<file path="src/rtl/hack_clock_control_if.sv">
// hack_clock_control_if: control inputs and clock-enable/status outputs of the Hack run/step clock controller
interface hack_clock_control_if #(
    parameter int CNT_W = 16
);
    logic tick_in;
    logic btn_step;
    logic sw_run;
    logic halt;
    logic cpu_en;
    logic running;
    logic [CNT_W-1:0] cycle_count;
    modport master(output tick_in, btn_step, sw_run, halt, input cpu_en, running, cycle_count);
    modport slave(input tick_in, btn_step, sw_run, halt, output cpu_en, running, cycle_count);
endinterface

</file>
<file path="src/rtl/hack_clock_control.sv">
// hack_clock_control: turns divider ticks into one-cycle CPU enables in run or single-step mode, counting issued cycles
module hack_clock_control #(
    parameter int DEBOUNCE = 500_000,
    parameter int CNT_W = 16
) (
    input logic clk_in,
    input logic reset,
    hack_clock_control_if.slave bus
);
    localparam int DW = DEBOUNCE > 1 ? $clog2(DEBOUNCE) : 1;
    typedef enum logic [1:0] {IDLE, RUN, STEP_WAIT} state_t;
    state_t state;
    logic [1:0] s0, s1, db;  // bit 0 = step button, bit 1 = run switch
    logic [DW-1:0] cnt [2];
    logic tick_q, btn_q, cpu_en, running;
    logic [CNT_W-1:0] count;
    logic tick_rise, step_press, run_db;
    assign tick_rise = bus.tick_in & ~tick_q;
    assign step_press = db[0] & ~btn_q;
    assign run_db = db[1];
    assign bus.cpu_en = cpu_en;
    assign bus.running = running;
    assign bus.cycle_count = count;
    always_ff @(posedge clk_in or posedge reset) begin
        if (reset) begin
            s0 <= '0;
            s1 <= '0;
            db <= '0;
            cnt <= '{default: '0};
        end else begin
            s0 <= {bus.sw_run, bus.btn_step};
            s1 <= s0;
            for (int i = 0; i < 2; i++) begin
                if (s1[i] == db[i]) begin
                    cnt[i] <= '0;
                end else if (cnt[i] == DW'(DEBOUNCE - 1)) begin
                    db[i] <= s1[i];
                    cnt[i] <= '0;
                end else begin
                    cnt[i] <= cnt[i] + DW'(1);
                end
            end
        end
    end
    // exits from RUN win over a coincident tick; STEP_WAIT ignores halt and further presses
    always_ff @(posedge clk_in or posedge reset) begin
        if (reset) begin
            state <= IDLE;
            cpu_en <= 1'b0;
            running <= 1'b0;
            tick_q <= 1'b0;
            btn_q <= 1'b0;
            count <= '0;
        end else begin
            tick_q <= bus.tick_in;
            btn_q <= db[0];
            count <= cpu_en ? count + CNT_W'(1) : count;
            cpu_en <= 1'b0;
            case (state)
                IDLE: begin
                    if (run_db & ~bus.halt) begin
                        state <= RUN;
                        running <= 1'b1;
                    end else if (step_press) begin
                        state <= STEP_WAIT;
                    end
                end
                RUN: begin
                    if (bus.halt | ~run_db) begin
                        state <= IDLE;
                        running <= 1'b0;
                    end else if (tick_rise) begin
                        cpu_en <= 1'b1;
                    end
                end
                STEP_WAIT: begin
                    if (tick_rise) begin
                        cpu_en <= 1'b1;
                        state <= IDLE;
                    end
                end
                default: begin
                    state <= IDLE;
                    running <= 1'b0;
                end
            endcase
        end
    end
endmodule

</file>
<file path="src/flat_wrapper.sv">
// flat-port wrapper written by rule: the top's interface ports become plain ports
module hack_clock_control_flat 
#(
    parameter int DEBOUNCE = 500_000,
    parameter int CNT_W = 16
)
  (clk_in, reset, bus_tick_in, bus_btn_step, bus_sw_run, bus_halt, bus_cpu_en, bus_running, bus_cycle_count);
  hack_clock_control_if #(.CNT_W(CNT_W)) bus_i ();
  input logic clk_in;
  input logic reset;
  input wire logic [$bits(bus_i.tick_in)-1:0] bus_tick_in;
  input wire logic [$bits(bus_i.btn_step)-1:0] bus_btn_step;
  input wire logic [$bits(bus_i.sw_run)-1:0] bus_sw_run;
  input wire logic [$bits(bus_i.halt)-1:0] bus_halt;
  output wire logic [$bits(bus_i.cpu_en)-1:0] bus_cpu_en;
  output wire logic [$bits(bus_i.running)-1:0] bus_running;
  output wire logic [$bits(bus_i.cycle_count)-1:0] bus_cycle_count;
  assign bus_i.tick_in = bus_tick_in;
  assign bus_i.btn_step = bus_btn_step;
  assign bus_i.sw_run = bus_sw_run;
  assign bus_i.halt = bus_halt;
  assign bus_cpu_en = bus_i.cpu_en;
  assign bus_running = bus_i.running;
  assign bus_cycle_count = bus_i.cycle_count;
  hack_clock_control #(.DEBOUNCE(DEBOUNCE), .CNT_W(CNT_W)) u_core (.clk_in(clk_in), .reset(reset), .bus(bus_i));
endmodule
</file>
<file path="config.mk">
export PLATFORM = sky130hd
export DESIGN_NAME = hack_clock_control_flat
export DESIGN_NICKNAME = d
export VERILOG_FILES = /design/src/rtl/hack_clock_control_if.sv /design/src/rtl/hack_clock_control.sv /design/src/flat_wrapper.sv
export SDC_FILE = /design/constraint.sdc
export NUM_CORES = 1
export LEC_CHECK = 0
export ABC_AREA = 1
export CORE_MARGIN = 1.5
export CORE_UTILIZATION = 30
export CTS_BUF_LIST = sky130_fd_sc_hd__clkbuf_8
export CTS_CLUSTER_SIZE = 20
export DETAILED_ROUTE_END_ITERATION = 12
export PLACE_DENSITY = 0.52
export SYNTH_ARGS = -nofsm -noshare
export SYNTH_HDL_FRONTEND = slang
export SYNTH_SLANG_ARGS = --single-unit
</file>
<file path="constraint.sdc">
create_clock -name clk_in -period 3.99 [get_ports clk_in]
set_clock_uncertainty 0.15 [all_clocks]
set_input_delay 0.399 -clock clk_in [delete_from_list [all_inputs] [get_ports clk_in]]
set_output_delay 0.399 -clock clk_in [all_outputs]
set_load 0.01 [all_outputs]
</file>
# --- Yosys cells after proc, flatten, opt, wreduce, memory -nomap -nowiden ---
# Cells that the tools add are included.
# Widths: inputs -> output; s select.
word_totals:
  reg_bits: 66
op_classes:
  addsub: 3
  eq_ne: 10
  mux: 15
  bitwise_logic: 11
  n_reduce_logical: 5
op_table:
  columns: ["op", "n"]
  rows:
  - ["$mux 19", 4]
  - ["$add 19x1->19 const B", 2]
  - ["$eq 19x19->1 const B", 2]
  - ["$add 16x1->16 const B", 1]
  - ["$mux 2", 4]
  - ["$not 1->1", 7]
  - ["$ne 2x1->1 const B", 3]
  - ["$pmux 2 s3", 1]
  - ["$reduce_and 3->1", 2]
  - ["$mux 1", 4]
  - ["$reduce_and 2->1", 2]
  - ["$and 1x1->1", 3]
  - ["$ne 3x1->1 const B", 1]
  - ["$pmux 1 s3", 1]
  - ["$eq 1x1->1", 2]
  - ["$eq 2x1->1 const B", 1]
  - ["$eq 2x2->1 const B", 1]
  - ["$logic_not 2->1", 1]
  - ["$pmux 1 s2", 1]
  - ["$or 1x1->1", 1]

# --- Logic depth before layout (Yosys ltp) ---
# Gate-level depths: netlist of the first run.
depth:
  depth_word: 5
  depth_mapped: 8
  mapped_depth_nobuf: 8

# --- Least setup slack after synthesis of the first run ---
# OpenSTA, ideal clock, no wires.
synth_path:
  path_type: "register -> register"
  from: "reg u_core.count[0], in the netlist u_core.bus.cycle_count[0]"
  to: "reg u_core.count[14], in the netlist u_core.bus.cycle_count[14]"
  arrival_ps: 1239
  required_time_ps: 3723
  setup_slack_ps: 2484
  stages_incl_launch_ff: 9
  period_less_slack_ps: 1506
  cell_sequence: "dfrtp_1 -> ha_1 -> nand3_1 -> nor2_1 -> nand2_1 -> nor2_2 -> nand2_1 -> nand2_1 -> nand2_1"
synth_via:
  elab_chain_cells: 1
synth_lines:
  columns: ["element", "line_no", "rtl"]
  rows:
  - ["start: declaration", "hack_clock_control.sv:16", "logic [CNT_W-1:0] count;"]
  - ["start signal: assignment", "hack_clock_control.sv:57", "count <= cpu_en ? count + CNT_W'(1) : count;"]
  - ["$add 16x1->16", "hack_clock_control.sv:57", null]
# No other way between the ends.
# A chain may end at the register's enable or synchronous reset.

# --- Final worst setup path of the first run ---
layout_path:
  from: "reg u_core.cpu_en, in the netlist u_core.bus.cpu_en"
  to: "out bus_cpu_en"
layout_rtl:
  columns: ["element", "line_no", "rtl"]
  rows:
  - ["start: declaration", "hack_clock_control.sv:15", "logic tick_q, btn_q, cpu_en, running;"]
  - ["start signal: assignment", "hack_clock_control.sv:49", "cpu_en <= 1'b0;"]
  - ["start signal: assignment", "hack_clock_control.sv:58", "cpu_en <= 1'b0;"]
  - ["start signal: assignment", "hack_clock_control.sv:73", "cpu_en <= 1'b1;"]
  - ["end: declaration", "flat_wrapper.sv:15", "output wire logic [$bits(bus_i.cpu_en)-1:0] bus_cpu_en;"]
# No word-level cell between the ends.

==> impl_metrics.py, run 1 <==
metrics = {
    "drt": {
        "drc_errors": 0,
        "ant_nets": 0,
        "avgRoutedWirePerCell_um": 11.7,
        "detailed_router_iteration_count_before_antenna_repair": 5,
        "routed_via_density": 4.44,
        "drtIter0Drc": 155,
        "num_vias": 2903,
        "postRouteWirelength_um": 7650,
    },
    "clock_network": {
        "max-clock-path-buffers": 2,
        "cts_resized": 0,
        "insertion_delay_ns": 0.34,
        "h-tree-depth": 3,
        "tritoncts_clock_tree": "yes",
        "cts_made_buffers": 9,
        "library_cell_used_as_clock_root_buffer": "sky130_fd_sc_hd__clkbuf_8",
        "tritoncts_num_sinks": 66,
        "postCtsSetupRepairBufs": 0,
        "cts.reportedPaths.clkPinSlew_ns": 0.07,
        "cts_hold_buffers": 0,
    },
    "die": {
        "num_io_pins": 24,
        "chipWidth_um": 113,
        "start_util_pct": 31.2,
        "die_height_um": 113,
        "die_area_um2": 12700,
        "design.core.area_um2": 11600,
        "rows": 39,
    },
    "global_route": {
        "grt_antenna_before_repair": 0,
        "global_route.usage.met2_pct": 21.9,
        "grtUsageMet3_pct": 3.16,
        "top_usage_layer": "met2",
        "global_route.overflow_total": 0,
        "first_global_vias": 2864,
        "grt_first_pass_wirelength_um": 13600,
        "grt_use_met1_pct": 17.2,
        "total_grt_usage_pct": 13.3,
        "grt_start_max_net_pins": 39,
    },
    "placement": {
        "dp.cells": 638,
        "place.port_buffers": 23,
        "hpwlAfterDp_um": 5790,
        "gp_congestion": 0.846,
    },
    "critical_path": {
        "critical_path.endpoint_type": "primary output",
        "path_depth": 1,
        "critical_path.cell_chain": "clkdlybuf4s50_1",
        "timing.critical_path.arrival_ns": 1.46,
        "rr_worst_depth": 7,
        "critPathBufInv": 1,
        "start_kind": "flip-flop",
        "critical_path.max_stage_delay_ns": 0.60,
        "path_max_fanout": 8,
        "critical_path_start_end_classification": "reg -> out",
        "critPathTopFamily": "buffers and inverters",
        "slowest_stage": "sky130_fd_sc_hd__clkdlybuf4s50_1",
        "cp.required_ns": 3.44,
    },
    "yosys": {
        "synth_warnings": 0,
        "yosysTopAreaCellShare_pct": 45.6,
        "postSynth.asyncResetShare_pct": 100,
        "most_common_flop_cell_mapped_by_yosys": "sky130_fd_sc_hd__dfrtp_1",
        "synth_commonest_cells": "sky130_fd_sc_hd__nor2_1 (105), sky130_fd_sc_hd__nand2_1 (93), sky130_fd_sc_hd__inv_1 (67), sky130_fd_sc_hd__dfrtp_1 (66), sky130_fd_sc_hd__nand3_1 (33)",
        "yosys_register_bits": 66,
        "synth-seq-area-share_pct": 45.6,
        "synth_enable_flop_cells": 0,
        "post-synth-top-count-cell": "sky130_fd_sc_hd__nor2_1",
        "syn_area_um2": 3620,
        "syn_inst": 472,
        "count_of_different_cell_masters_after_synthesis": 24,
        "synth.net_count": 484,
        "synth_area_per_cell_um2": 7.67,
        "synthTopCellsByArea": "sky130_fd_sc_hd__dfrtp_1 (46%), sky130_fd_sc_hd__nor2_1 (11%), sky130_fd_sc_hd__nand2_1 (9.6%)",
        "synth_top_cell_by_area": "sky130_fd_sc_hd__dfrtp_1",
    },
    "power": {
        "power_frac_seq_pct": 53.1,
        "power_leakage_nw": 1.85,
        "cellInternalPower_uw": 992,
        "swShare_pct": 28.2,
        "powerDensity_nw_per_um2": 330,
        "highest_ir_drop_seen_on_vdd_mv": 0.173,
        "switching_power_uw": 391,
        "clock_power_share_pct": 35.4,
        "p_comb_share_pct": 11.6,
    },
    "timing": {
        "min_period_over_period_pct": 50.3,
        "worst_slew_margin_rel_pct": 46.3,
        "setup_repair_after_global_routing_missed_its_margin": "false",
        "max_slew.worst_pin.slew_ns": 0.805,
        "finalSetupTns_ns": 0,
        "layout_min_cycle_time_ns": 2.01,
        "fmax_mhz": 498,
        "finalHoldViolCount": 0,
        "report.final.slew_viol_count": 0,
        "setup_viol_count_final": 0,
    },
    "cells_and_area": {
        "register_area_um2": 1650,
        "nets": 518,
        "multiInputGateArea_um2": 1700,
        "drive_gt1_share_pct": 11.0,
        "number_of_inserted_diodes": 0,
        "layout-area-overhead-vs-synth_pct": 16.0,
        "num-fill-cells": 1221,
        "finish.cell_count_without_fillers": 654,
    },
    "hold_path": {
        "holdCritPathClass": "reg -> reg",
        "cell_count_of_the_worst_hold_path": 0,
    },
    "run": {
        "cap_violations": 0,
    },
    "run_status": {
        "result_of_the_run": "completed",
    },
}
==> cell usage in the layout, fill, tap and decap left out, types with 5 or more instances in the layout <==
cell and count:
sky130_fd_sc_hd__nor2_1 105, sky130_fd_sc_hd__xnor2_1 9, sky130_fd_sc_hd__o21ai_0 7, sky130_fd_sc_hd__a21oi_1 9, sky130_fd_sc_hd__nor2_2 13, sky130_fd_sc_hd__nand2_1 93
sky130_fd_sc_hd__ha_1 6, sky130_fd_sc_hd__o21ai_1 5, sky130_fd_sc_hd__inv_1 66, sky130_fd_sc_hd__xor2_1 18, sky130_fd_sc_hd__nand4_1 7, sky130_fd_sc_hd__nand3_1 33
sky130_fd_sc_hd__clkbuf_8 9, sky130_fd_sc_hd__nand2_2 14, sky130_fd_sc_hd__clkdlybuf4s50_1 23, sky130_fd_sc_hd__dfrtp_1 66
==> metal layers <==
| layer | vias to the layer above | part of all wire (%) |
|---|---|---|
| met3 | 8 | 3.7 |
| met2 | 48 | 48 |
| met4 | 0 | 1.5 |
| li1 | 1513 | - |
| met1 | 1334 | 47 |
| met5 | - | 0 |
==> power groups by stage <==
stage | combinational [mW] | sequential (mW) | clock, mW
floorplan | 0.0899 | 0.746 | 0
global placement | 0.159 | 0.747 | 0
detailed placement | 0.163 | 0.748 | 0
CTS | 0.164 | 0.736 | 0.509
global route | 0.187 | 0.741 | 0.542
finish | 0.160 | 0.734 | 0.489
==> state kept, by name, indices dropped and copies added (netlist names) <==
name / flops
u_core.btn_q: 1
u_core.bus.running: 1
u_core.tick_q: 1
u_core.bus.cycle_count: 16
u_core.state: 2
u_core.s1: 2
u_core.bus.cpu_en: 1
u_core.cnt: 38
u_core.s0: 2
u_core.db: 2
==> logic make-up after synthesis <==
logic type,share of synthesized area [%]
muxes,0.311
AOI/OAI and AO/OA,3.15
and+or+nand+nor,34.0
adders and majority gates,2.07
xor gates and xnor gates,7.43
DFF,45.6
buffers and inverters,7.37
==> final timing paths <==
| kind | start | to | slack [ns] |
|---|---|---|---|
| worst max register to register | u_core.cnt[0]$_DFF_PP0_ | u_core.cnt[14]$_DFF_PP0_ | 2.37 |
| worst min register to register | u_core.s0[0]$_DFF_PP0_ | u_core.s1[0]$_DFF_PP0_ | 0.21 |
| worst max-delay path | u_core.bus.cpu_en$_DFF_PP0_ | bus_cpu_en | 1.98 |
| worst min-delay path | u_core.s0[0]$_DFF_PP0_ | u_core.s1[0]$_DFF_PP0_ | 0.21 |
| min in group asynchronous | reset | u_core.s0[1]$_DFF_PP0_ | 0.38 |
| max in group asynchronous | reset | u_core.bus.cycle_count[3]$_DFFE_PP0P_ | 2.43 |
==> stage by stage <==
stage	hold slack (ns)	instance area [um2]	setup WS, ns	total power, mW	utilization, %
2_1_floorplan	0.181	3620	1.79	0.836	-
3_3_place_gp	0.183	4030	2.00	0.906	34.7
3_5_place_dp	0.198	4030	1.99	0.911	34.7
4_1_cts	0.216	4200	1.94	1.41	36.1
5_1_grt	0.221	4200	1.90	1.47	36.1
6_report	0.210	4200	1.98	1.38	36.1
==> area by class of cell <==
type	count	area share, %
well taps	143	4.26
repair buffers	24	5.66
multi-input cells	336	40.5
clock buffers	9	2.95
inverters	69	6.17
clock inverters	7	1.07
flip-flops and latches	66	39.4
No activity file was read; power rests on OpenSTA's default activity.
==> run 2: changes to the inputs <==
--- a/config.mk
+++ b/config.mk
@@ -11,7 +11,7 @@
 export CTS_BUF_LIST = sky130_fd_sc_hd__clkbuf_8
 export CTS_CLUSTER_SIZE = 20
 export DETAILED_ROUTE_END_ITERATION = 12
-export PLACE_DENSITY = 0.52
+export PLACE_DENSITY = 0.54
 export SYNTH_ARGS = -nofsm -noshare
 export SYNTH_HDL_FRONTEND = slang
 export SYNTH_SLANG_ARGS = --single-unit
==> constraint.sdc (replaced) <==
create_clock -name clk_in -period 1.6 [get_ports clk_in]
set_clock_uncertainty 0.15 [all_clocks]
set_input_delay 0.16 -clock clk_in [delete_from_list [all_inputs] [get_ports clk_in]]
set_output_delay 0.16 -clock clk_in [all_outputs]
set_load 0.01 [all_outputs]
==> impl_metrics.py, run 2 (synthesized netlist as in run 1, its figures left out) <==
metrics = {
    "run_status": {
        "result_of_the_run": "completed",
    },
    "placement": {
        "hpwlAfterDp_um": 5870,
        "place.port_buffers": 23,
        "place_worst_setup_slack_ns": -0.0122,
        "dp.cells": 649,
        "gp_congestion": 0.821,
        "place_area_um2": 4130,
    },
    "clock_network": {
        "tritoncts_clock_tree": "yes",
        "cts_made_buffers": 9,
        "cts.reportedPaths.clkPinSlew_ns": 0.08,
        "library_cell_used_as_clock_root_buffer": "sky130_fd_sc_hd__clkbuf_8",
        "h-tree-depth": 3,
        "max-clock-path-buffers": 2,
        "cts_hold_buffers": 0,
        "tritoncts_num_sinks": 66,
        "insertion_delay_ns": 0.34,
    },
    "die": {
        "chipWidth_um": 113,
        "rows": 39,
        "num_io_pins": 24,
        "die_height_um": 113,
        "start_util_pct": 31.2,
        "die_area_um2": 12700,
        "design.core.area_um2": 11600,
    },
    "critical_path": {
        "path_max_fanout": 2,
        "critical_path.cell_chain": "clkdlybuf4s50_1",
        "critPathTopFamily": "buffers and inverters",
        "cp.required_ns": 1.29,
        "timing.critical_path.arrival_ns": 1.23,
        "start_kind": "flip-flop",
        "critical_path.max_stage_delay_ns": 0.53,
        "critical_path_start_end_classification": "reg -> out",
        "critPathBufInv": 1,
        "slowest_stage": "sky130_fd_sc_hd__clkdlybuf4s50_1",
        "critical_path.endpoint_type": "primary output",
    },
    "cells_and_area": {
        "most_frequent_cells_in_the_layout": "sky130_fd_sc_hd__nor2_1 (102), sky130_fd_sc_hd__nand2_1 (89), sky130_fd_sc_hd__inv_1 (66)",
        "flip_flop_count_of_the_largest_register_after_layout": 38,
        "number_of_inserted_diodes": 0,
        "largest_register_by_flop_count": "u_core.cnt",
        "finish.cell_count_without_fillers": 671,
        "layout-area-overhead-vs-synth_pct": 22.8,
        "nets": 535,
        "num-fill-cells": 1194,
        "mostFrequentLayoutCell": "sky130_fd_sc_hd__nor2_1",
        "fin_area_um2": 4440,
        "drive_gt1_share_pct": 15.9,
    },
    "drt": {
        "postRouteWirelength_um": 7860,
        "route.met2.wl_um": 3820,
        "avgRoutedWirePerCell_um": 11.7,
        "drtIter0Drc": 76,
        "met3RoutedLength_um": 208,
        "top_layer_used": "met4",
        "drc_errors": 0,
        "routed_via_density": 4.45,
        "num_vias": 2984,
        "ant_nets": 0,
        "routed_metal_1_wire_length_um": 3770,
        "detailed_router_iteration_count_before_antenna_repair": 4,
    },
    "timing": {
        "postLayoutSetupSlackWorst_ns": 0.0646,
        "layout_min_cycle_time_ns": 1.54,
        "fmax_mhz": 651,
        "report.final.slew_viol_count": 0,
        "min_period_over_period_pct": 96.0,
        "finalHoldViolCount": 0,
        "setup_viol_count_final": 0,
        "worst_slew_margin_rel_pct": 76.3,
        "max_slew.worst_pin.slew_ns": 0.355,
    },
    "global_route": {
        "grt_first_pass_wirelength_um": 13600,
        "first_global_vias": 2901,
        "grt_start_max_net_pins": 67,
        "grt_antenna_before_repair": 0,
        "total_grt_usage_pct": 13.3,
        "global_route.overflow_total": 0,
    },
    "power": {
        "power_leakage_nw": 2.08,
        "total_power_mw": 3.82,
        "highest_ir_drop_seen_on_vdd_mv": 0.394,
        "powerDensity_nw_per_um2": 860,
    },
    "hold_path": {
        "holdCritPathClass": "in -> async",
    },
    "run": {
        "cap_violations": 0,
    },
}
## run 2: path summary, 6_finish.rpt
kind                                                start                                    end  slack [ns]  depth (start not counted)
max reg2reg                       u_core.cnt[0]$_DFF_PP0_               u_core.cnt[15]$_DFF_PP0_        0.09                          7
min                                                 reset               u_core.cnt[19]$_DFF_PP0_        0.10                          3
min in group clk_in                          bus_btn_step                 u_core.s0[0]$_DFF_PP0_        0.11                          1
max                        u_core.bus.running$_DFFE_PP0P_                            bus_running        0.06                          1
min reg2reg                        u_core.s0[0]$_DFF_PP0_                 u_core.s1[0]$_DFF_PP0_        0.20                          0
max in group asynchronous                           reset  u_core.bus.cycle_count[5]$_DFFE_PP0P_        0.89                          3
## run 2: timing repair
item / in CTS / in global routing
pin swaps: 0 / 5
resized for setup: 14 / 20
setup buffers: 5 / 1
endpoints found under the setup margin: 16 / 24
## run 2: through the flow
| stage | TNS, ns | hold WS [ns] | utilization (%) |
|---|---|---|---|
| after floorplan | 0 | 0.0414 | - |
| after global placement | 0 | 0.184 | 35.5 |
| after detailed placement | -0.0122 | 0.188 | 35.5 |
| after CTS | 0 | 0.0994 | 37.6 |
| after global routing | -0.0204 | 0.107 | 38.3 |
| final | 0 | 0.104 | 38.3 |
## run 2: layer usage
metal | track usage, % | vias to the layer above
li1 | - | 1555
met1 | 17.2 | 1394
met2 | 22.3 | 28
met3 | 2.89 | 7
met4 | 4.05 | 0
met5 | 0 | -
## run 2: power breakdown
group          leakage, nW  internal [mW]  switching [mW]  total (mW)
clock network        0.105          0.874           0.677        1.55
registers            0.896           1.74          0.0685        1.81
logic                 1.08          0.194           0.266       0.460
total                 2.08           2.81            1.01        3.82
## run 2: final cells by class
type	count	area [um2]	area share (%)
tap	143	179	4.03
multi-input combinational	336	1760	39.6
inverter	69	263	5.91
clock buffer	9	124	2.79
timing repair buffer	41	373	8.39
clock inverter	7	93.8	2.11
sequential	66	1650	37.2
==> run 3: changes to the inputs <==
--- a/config.mk
+++ b/config.mk
@@ -11,7 +11,7 @@
 export CTS_BUF_LIST = sky130_fd_sc_hd__clkbuf_8
 export CTS_CLUSTER_SIZE = 20
 export DETAILED_ROUTE_END_ITERATION = 12
-export PLACE_DENSITY = 0.54
+export PLACE_DENSITY = 0.52
 export SYNTH_ARGS = -nofsm -noshare
 export SYNTH_HDL_FRONTEND = slang
 export SYNTH_SLANG_ARGS = --single-unit
==> constraint.sdc (replaced) <==
create_clock -name clk_in -period 1.7 [get_ports clk_in]
set_clock_uncertainty 0.15 [all_clocks]
set_input_delay 0.17 -clock clk_in [delete_from_list [all_inputs] [get_ports clk_in]]
set_output_delay 0.17 -clock clk_in [all_outputs]
set_load 0.01 [all_outputs]
==> impl_metrics.py, run 3 (synthesized netlist as in run 1, its figures left out) <==
metrics = {
    "global_route": {
        "grt_start_max_net_pins": 67,
        "grt_first_pass_wirelength_um": 12700,
        "global_route.overflow_total": 0,
        "grt_antenna_before_repair": 0,
        "total_grt_usage_pct": 12.5,
        "first_global_vias": 2751,
    },
    "run_status": {
        "result_of_the_run": "completed",
    },
    "hold_path": {
        "holdCritPathClass": "in -> async",
    },
    "die": {
        "start_util_pct": 31.2,
        "die_height_um": 113,
        "num_io_pins": 24,
        "die_area_um2": 12700,
        "rows": 39,
        "chipWidth_um": 113,
        "design.core.area_um2": 11600,
    },
    "timing": {
        "postLayoutSetupSlackWorst_ns": 0.0479,
        "report.final.slew_viol_count": 0,
        "max_slew.worst_pin.slew_ns": 0.376,
        "finalHoldViolCount": 0,
        "worst_slew_margin_rel_pct": 74.9,
        "fmax_mhz": 605,
        "setup_viol_count_final": 0,
        "finalSetupTns_ns": 0,
        "setup_repair_after_global_routing_missed_its_margin": "true",
        "min_period_over_period_pct": 97.2,
        "layout_min_cycle_time_ns": 1.65,
    },
    "cells_and_area": {
        "finish.cell_count_without_fillers": 655,
        "layout-area-overhead-vs-synth_pct": 17.7,
        "mostFrequentLayoutCell": "sky130_fd_sc_hd__nor2_1",
        "fin_area_um2": 4260,
        "most_frequent_cells_in_the_layout": "sky130_fd_sc_hd__nor2_1 (105), sky130_fd_sc_hd__nand2_1 (93), sky130_fd_sc_hd__inv_1 (66)",
        "flip_flop_count_of_the_largest_register_after_layout": 38,
        "drive_gt1_share_pct": 12.5,
        "number_of_inserted_diodes": 0,
        "largest_register_by_flop_count": "u_core.cnt",
        "nets": 520,
        "layout.core_utilization_pct": 36.7,
        "num-fill-cells": 1171,
    },
    "power": {
        "power_leakage_nw": 1.86,
        "powerDensity_nw_per_um2": 800,
        "highest_ir_drop_seen_on_vdd_mv": 0.337,
    },
    "placement": {
        "place_area_um2": 4060,
        "gp_congestion": 0.853,
        "place_worst_setup_slack_ns": 0.0741,
        "place.port_buffers": 23,
        "hpwlAfterDp_um": 5550,
        "dp.cells": 640,
    },
    "critical_path": {
        "crit-reg2reg-capture": "u_core.bus.cycle_count[14]$_DFFE_PP0P_",
        "rr_worst_depth": 8,
        "critPathTopFamily": "buffers and inverters",
        "critical_path.reg2reg.startpoint": "u_core.bus.cycle_count[0]$_DFFE_PP0P_",
        "critPathBufInv": 1,
        "timing.critical_path.arrival_ns": 1.33,
        "critical_path_start_end_classification": "reg -> out",
        "worst-r2r-setup-slack_ns": 0.10,
        "critical_path.cell_chain": "clkdlybuf4s50_1",
        "critical_path.endpoint_type": "primary output",
        "start_kind": "flip-flop",
        "critical_path.max_stage_delay_ns": 0.57,
        "cp.required_ns": 1.38,
        "path_max_fanout": 5,
        "slowest_stage": "sky130_fd_sc_hd__clkdlybuf4s50_1",
    },
    "drt": {
        "postRouteWirelength_um": 7460,
        "avgRoutedWirePerCell_um": 11.4,
        "num_vias": 2878,
        "drtIter0Drc": 86,
        "routed_via_density": 4.39,
        "detailed_router_iteration_count_before_antenna_repair": 4,
        "ant_nets": 0,
        "drc_errors": 0,
    },
    "clock_network": {
        "cts_hold_buffers": 0,
        "tritoncts_num_sinks": 66,
        "h-tree-depth": 3,
        "insertion_delay_ns": 0.34,
        "max-clock-path-buffers": 2,
        "library_cell_used_as_clock_root_buffer": "sky130_fd_sc_hd__clkbuf_8",
        "cts.reportedPaths.clkPinSlew_ns": 0.08,
        "cts_made_buffers": 9,
        "tritoncts_clock_tree": "yes",
    },
    "run": {
        "cap_violations": 0,
    },
}
-- run 3: changes by cell type in the layout (fill, tap and decap cells not counted), moves of 4 or more --
| cell | change |
|---|---|
| sky130_fd_sc_hd__clkdlybuf4s50_1 | +14 |
| sky130_fd_sc_hd__dlymetal6s2s_1 | -4 |
| sky130_fd_sc_hd__buf_4 | -15 |
| sky130_fd_sc_hd__dlygate4sd2_1 | -10 |
| sky130_fd_sc_hd__dfrtp_2 | +5 |
| sky130_fd_sc_hd__nand2_1 | +4 |
| sky130_fd_sc_hd__dfrtp_1 | -5 |
-- run 3: timing repair --
item,in CTS,in global routing
pin swaps,0,0
buffers inserted,0,0
gates resized for setup,7,2
endpoints found under the setup margin,6,4
-- run 3: worst max path at each step --
| stage | startpoint | endpoint | slack (ns) | cells past startpoint |
|---|---|---|---|---|
| CTS | u_core.bus.cycle_count[7]$_DFFE_PP0P_ | bus_cycle_count[7] | 0.01 | 1 |
| detailed placement | u_core.bus.cycle_count[0]$_DFFE_PP0P_ | u_core.bus.cycle_count[14]$_DFFE_PP0P_ | 0.07 | 8 |
| global placement | u_core.bus.cycle_count[0]$_DFFE_PP0P_ | u_core.bus.cycle_count[12]$_DFFE_PP0P_ | 0.16 | 8 |
| finish | u_core.bus.cycle_count[3]$_DFFE_PP0P_ | bus_cycle_count[3] | 0.05 | 1 |
| floorplan | u_core.bus.cycle_count[0]$_DFFE_PP0P_ | u_core.bus.cycle_count[14]$_DFFE_PP0P_ | 0.19 | 8 |
| global route | u_core.bus.cycle_count[0]$_DFFE_PP0P_ | u_core.bus.cycle_count[14]$_DFFE_PP0P_ | -0.02 | 8 |
-- run 3: routing by layer --
layer	GRT usage [%]	up-vias	part of all wire, %
li1	-	1517	-
met1	15.3	1314	48
met2	21.5	40	49
met3	3.37	7	2.9
met4	3.71	0	0.64
met5	0	-	0
-- run 3: stage by stage --
step	total power [mW]	hold WS (ns)
3_5_place_dp	2.14	0.192
2_1_floorplan	1.96	0.0514
3_3_place_gp	2.13	0.184
5_1_grt	3.60	0.107
6_report	3.41	0.119
4_1_cts	3.47	0.109
-- run 3: layout make-up --
type	instances	area, um2	area share [%]
Clock buffer	10	138	3.23
Inverter	69	263	6.17
Clock inverter	5	55.1	1.29
Multi-Input combinational cell	336	1700	39.9
Tap cell	143	179	4.20
Sequential cell	66	1660	39.0
Timing Repair Buffer	26	263	6.17
-- run 3: report_power, final --
group,switching (mW),internal [mW]
logic,0.205,0.160
clock network,0.614,0.704
registers,0.0831,1.64
